**src/rtl/blocking_port_arbiter.sv**
```systemverilog
// blocking_port_arbiter: round-robin share of one blocking notify/sync output port among N requesters.
module blocking_port_arbiter #(
  parameter int N  = 2,
  parameter int W  = 32,
  parameter int CW = 16
) (
  input  logic                               clk,
  input  logic                               rst,
  input  logic [N-1:0]                       req_notify,
  input  logic [N*W-1:0]                     req_data,
  output logic [N-1:0]                       req_sync,
  output logic [W-1:0]                       out_data,
  output logic                               out_notify,
  input  logic                               out_sync,
  output logic [((N > 1) ? $clog2(N) : 1)-1:0] grant_id,
  output logic                               busy,
  output logic [CW-1:0]                      xfer_count
);
  localparam int GW = (N > 1) ? $clog2(N) : 1;
  typedef enum logic [1:0] {IDLE, SEND, ACK} state_t;
  state_t         r_state, w_next;
  logic [GW-1:0]  r_rr_ptr, r_grant, w_pick, w_grant_inc;
  logic           w_found, r_notify;
  logic [W-1:0]   r_data;
  logic [N-1:0]   r_sync;
  logic [CW-1:0]  r_count;
  // Scan downward so the request closest above rr_ptr is the last (winning) assignment.
  always_comb begin
    w_found = 1'b0;
    w_pick  = '0;
    for (int k = N - 1; k >= 0; k--) begin
      if (req_notify[(int'(r_rr_ptr) + k) % N]) begin
        w_found = 1'b1;
        w_pick  = GW'((int'(r_rr_ptr) + k) % N);
      end
    end
  end
  assign w_grant_inc = (r_grant == GW'(N - 1)) ? '0 : r_grant + GW'(1);
  always_comb begin
    w_next = r_state;
    w_next = (r_state == IDLE && w_found)  ? SEND :
             (r_state == SEND && out_sync) ? ACK  :
             (r_state == ACK)              ? IDLE : r_state;
  end
  always_ff @(posedge clk or posedge rst) begin
    if (rst) r_state <= IDLE;
    else     r_state <= w_next;
  end
  always_ff @(posedge clk or posedge rst) begin
    if (rst) begin
      r_rr_ptr <= '0;
      r_grant  <= '0;
      r_data   <= '0;
      r_notify <= 1'b0;
      r_sync   <= '0;
      r_count  <= '0;
    end else begin
      r_sync <= '0;
      if (r_state == IDLE && w_found) begin
        r_grant  <= w_pick;
        r_data   <= req_data[int'(w_pick)*W +: W];
        r_notify <= 1'b1;
      end
      if (r_state == SEND && out_sync) begin
        r_notify <= 1'b0;
        r_sync   <= N'(1) << r_grant;
        r_count  <= r_count + CW'(1);
        r_rr_ptr <= w_grant_inc;
      end
    end
  end
  assign req_sync   = r_sync;
  assign out_data   = r_data;
  assign out_notify = r_notify;
  assign grant_id   = r_grant;
  assign busy       = (r_state != IDLE);
  assign xfer_count = r_count;
endmodule

```
**config.mk**
```make
export PLATFORM = sky130hd
export DESIGN_NAME = blocking_port_arbiter
export DESIGN_NICKNAME = d
export VERILOG_FILES = /design/src/rtl/blocking_port_arbiter.sv
export SDC_FILE = /design/constraint.sdc
export NUM_CORES = 1
export LEC_CHECK = 0
export ABC_AREA = 1
export CORE_MARGIN = 1
export CORE_UTILIZATION = 35
export DETAILED_ROUTE_END_ITERATION = 12
export PLACE_DENSITY = 0.71
export SETUP_SLACK_MARGIN = 0.05
export SYNTH_ARGS = -nofsm -noshare
export SYNTH_HDL_FRONTEND = slang
export SYNTH_SLANG_ARGS = --single-unit
```
**constraint.sdc**
```tcl
create_clock -name clk -period 3 [get_ports clk]
set_input_delay 0.6 -clock clk [delete_from_list [all_inputs] [get_ports clk]]
set_output_delay 0.6 -clock clk [all_outputs]
set_load 0.02 [all_outputs]
```
# Yosys cells after proc, flatten, opt, wreduce, memory -nomap -nowiden
# Index checks and enable logic that the tools add are counted.
[totals] output_inout_bits=53 reg_bits=55 elab_cells=39
[op_classes] mux=16 n_bitwise=1 eq_ne=2 magnitude_cmp=2 shifts=2 add_sub_neg=3 n_reduce_logical=6
[op_table] op="$shiftx 64x7->32" count=1
[op_table] op="$add 16x1->16 const B" count=1
[op_table] op="$mux 1" count=12
[op_table] op="$mux 2" count=4
[op_table] op="$reduce_bool 2->1" count=2
[op_table] op="$lt 2x3->1 const B" count=1
[op_table] op="$reduce_bool 3->1" count=1
[op_table] op="$add 1x1->1 const B" count=2
[op_table] op="$eq 2x1->1 const B" count=1
[op_table] op="$eq 2x2->1 const B" count=1
[op_table] op="$logic_and 1x1->1" count=2
[op_table] op="$logic_not 2->1" count=1
[op_table] op="$lt 1x2->1 const B" count=1
[op_table] op="$shl 1x1->2 const A" count=1
[op_table] op="$and 1x1->1 const A" count=1

# Depth between registers and ports, before layout
[logic_depth] depth_word=10 ltp_mapped=8

# Worst setup path after synthesis
# No wires, ideal clock.
[synth_path] kind="flip-flop to flip-flop" start="register r_count[1] (netlist: xfer_count[1])" end="register r_count[10] (netlist: xfer_count[10])" setup_slack_ps=1553 synth_period_minus_slack_ps=1447 t_required_ps=2869 setup_time_ps=131 path_stages_with_launch=8 arrival_ps=1317 cell_sequence="dfrtp_1 -> ha_1 -> inv_1 -> nor2_2 -> nand2_4 -> nor2_4 -> nand2_2 -> xnor2_2"
[synth_between] elab_chain_cells=1
[synth_rtl] element="start, declared" line_no="26" text="logic [CW-1:0] r_count;"
[synth_rtl] element="start signal, assigned" line_no="67" text="r_count <= r_count + CW'(1);"
[synth_rtl] element="$add 16x1->16" line_no="67"
# Every way passes these cells.
# A chain may end at the register's enable or synchronous reset.

# Final worst setup path
[layout_path] start="register r_state[1]" end="output busy"
[layout_between] elab_chain_cells=1
[layout_rtl] element="start, declared" line_no="21" text="state_t r_state, w_next;"
[layout_rtl] element="start signal, assigned" line_no="47" text="else r_state <= w_next;"
[layout_rtl] element="$reduce_bool 2->1" line_no="76" text="assign busy = (r_state != IDLE);"
[layout_rtl] element="end, declared" line_no="16" text="output logic busy,"
# Every way passes these cells.

==> results.tsv <==
stage	metric	value	unit
cts	clock_latency	310	ps
power	power_per_cell_area	843	nW/um2
grt	grt_max_degree	56	
sta	max_freq	0.463	GHz
placement	portBuffers	121	
placement	placed_cell_area	3910	um2
critical_path	crit_required	2400	ps
synth	yosys.area.top_type	dfrtp_1	
critical_path	crit_path_max_fanout	3	
synth	yosysMostFrequentCell	nand2_1	
sta	fin_tns_setup	0	ps
cts	cts.sinks	55	
grt	antenna_found_initial	0	
detailed_routing	wl	6.65	mm
die	num_rows	31	
die	dieArea	7810	um2
synth	synthArstFlopShare	100	%
flow_run	cap_violations	0	
cts	numCtsBuffers	5	
cts	post_cts_buffers	0	
cts	cts_tree	done	
power	p_leak	0.00181	uW
synth	yosysSeqAreaShare	52.7	%
sta	max-slew-margin-rel	62.5	%
detailed_routing	vias_per_cell	4.62	
sta	skew	2.83	ps
cts	htreeDepth	2	
grt	grt_pass1_vias	2408	
grt	gr-usage-all-layers	18.0	%
sta	fin_crit_sh	71.9	%
sta	worst_pin_slew	562	ps
grt	grt_pass1_wl	10.9	mm
detailed_routing	wl_per_cell	12.6	um
sta	post-route-min-period	2160	ps
critical_path	cpPeakStageDelay	610	ps
synth	synth_top_area_share	52.7	%
synth	synth_edf_count	0	
cts	hold_buffers	0	
placement	dpl.hpwl	4.86	mm
critical_path	cp-start-kind	flop	
finish	drive_gt1_share	8.43	%
synth	synth_cell_type_count	24	
synth	synth_area	2610	um2
cts	cts.clk_slew.worst_paths	100	ps
die	die_h	88.4	um
synth	synthCells	307	
placement	pre_cts_slack	795	ps
finish	fillers	708	
detailed_routing	drtAntennaViolNets	0	
cts	root_buffer	clkbuf_8	
detailed_routing	dr.pass1.iters	4	
sta	setup_violations	0	
detailed_routing	detail_route.iter0.violations	93	
finish	area.sequential	1380	um2
critical_path	crit_chain	inv_1 > nand2_2 > clkdlybuf4s50_1	
placement	gp_congestion	0.762	
run_status	status	finished, final reports clean	
hold_path	min_path_type	reg2reg	
cts	clock_path_buffers	2	
synth	dominantRegCellSynth	dfrtp_1	
critical_path	cp-end-kind	primary output	
critical_path	slowest_stage	clkdlybuf4s50_1	
critical_path	arrival	1560	ps
synth	synth_commonest_cells	65 x nand2_1, 56 x o21ai_1, 55 x dfrtp_1, 46 x nor2_1, 18 x inv_1	
cts	post_cts_resized	0	
sta	hold_viol	0	
die	start_util	36.2	%
finish	antenna_cells	0	
die	io_pins	122	
synth	synth.net_count	377	
finish	layout.nets	496	
finish	final_cell_area	4030	um2
die	dieWidth	88.4	um
synth	synth_area_leaders	dfrtp_1 53%, o21ai_1 11%, nand2_1 9.3%, nor2_1 6.6%, inv_1 2.6%	
synth	yosys_warnings	0	
finish	multi_input_area	1080	um2
die	coreArea	7210	um2
sta	rsz0062_at_grt	false	
critical_path	worst-setup-path-type	reg2out	
detailed_routing	post-route-drc-count	0	
synth	synth_seq_cells	55	
synth	synth.avg_cell_area	8.51	um2
power	ir_worst_vdd	0.377	mV
detailed_routing	num_vias	2431	
sta	maxSlewViolCount	0	
sta	layout_setup_ws	842	ps
finish	area_delta_synth_final	54.4	%
grt	overflow	0	
==> metrics by stage <==
stage                     power (uW)  utilization, %  hold slack (ps)  cells
final                           3400            55.9              463    526
after global routing            3630            55.9              498    526
after CTS                       3430            55.9              469    526
after detailed placement        2910            54.2              454    518
after global placement          2870            54.2              450    518
after floorplan                 2120               -              489    307
==> report_power, final <==
part | internal [uW] | switching, uW
logic | 758 | 901
registers | 1030 | 191
clock network | 271 | 249
==> flip-flops by register name, indices dropped and copies added, names as in the netlist <==
signal,count
r_rr_ptr,1
grant_id,1
req_sync,2
xfer_count,16
out_notify,1
r_state,2
out_data,32
==> critical path, delay by kind of cell, from the launching register on <==
family	cells	cell delay (ps)
flip-flops	1	420
buffers and inverters	2	710
AND/OR/NAND/NOR	1	120
==> cells in the final DEF, fill, tap and decap left out, types with 6 or more instances in the layout <==
cell type | Yosys | layout
clkbuf_8 | 0 | 6
o21ai_0 | 10 | 10
nor2_2 | 6 | 6
dfrtp_1 | 55 | 55
clkdlybuf4s50_1 | 0 | 121
inv_1 | 18 | 17
inv_2 | 5 | 6
nand2_1 | 65 | 65
nor2_1 | 46 | 46
o21ai_1 | 56 | 56
==> final cells by class <==
class / instances / share of cell area, %
flip-flops and latches: 55 / 34.1
repair buffers: 124 / 30.9
multi-input cells: 217 / 26.8
well taps: 99 / 3.07
inverters: 23 / 2.14
clock buffers: 6 / 2.05
clock inverters: 2 / 0.869
==> layer usage <==
layer | global-route usage [%] | wire length, um | vias to the layer above
met5 | 0 | 0 | -
met4 | 6.16 | 103 | 0
met3 | 4.94 | 464 | 9
met2 | 30.8 | 3230 | 76
met1 | 21.7 | 2860 | 1127
li1 | - | - | 1219
==> path summary, 6_finish.rpt <==
check                           start            to  slack [ps]  depth (start not counted)
setup / recovery           r_state[1]          busy         840                          3
hold / removal               grant_id   req_sync[0]         460                          1
setup reg to reg           r_state[1]  out_data[23]        1360                          6
hold reg to reg              grant_id   req_sync[0]         460                          1
max in group asynchronous         rst  out_data[25]        2090                          3
min in group asynchronous         rst  out_data[18]         630                          3
==> cells by family (layout without fill, tap and decap cells) <==
family	Yosys count	count (layout)	synth area share, %
AOI/OAI and AO/OA	67	67	12.8
xor gates and xnor gates	11	11	4.26
adders and majority gates	1	1	0.479
buffers and inverters	35	155	5.89
DFF	55	55	52.7
and+or+nand+nor	138	138	23.8
(Power assumes the default switching activity.)
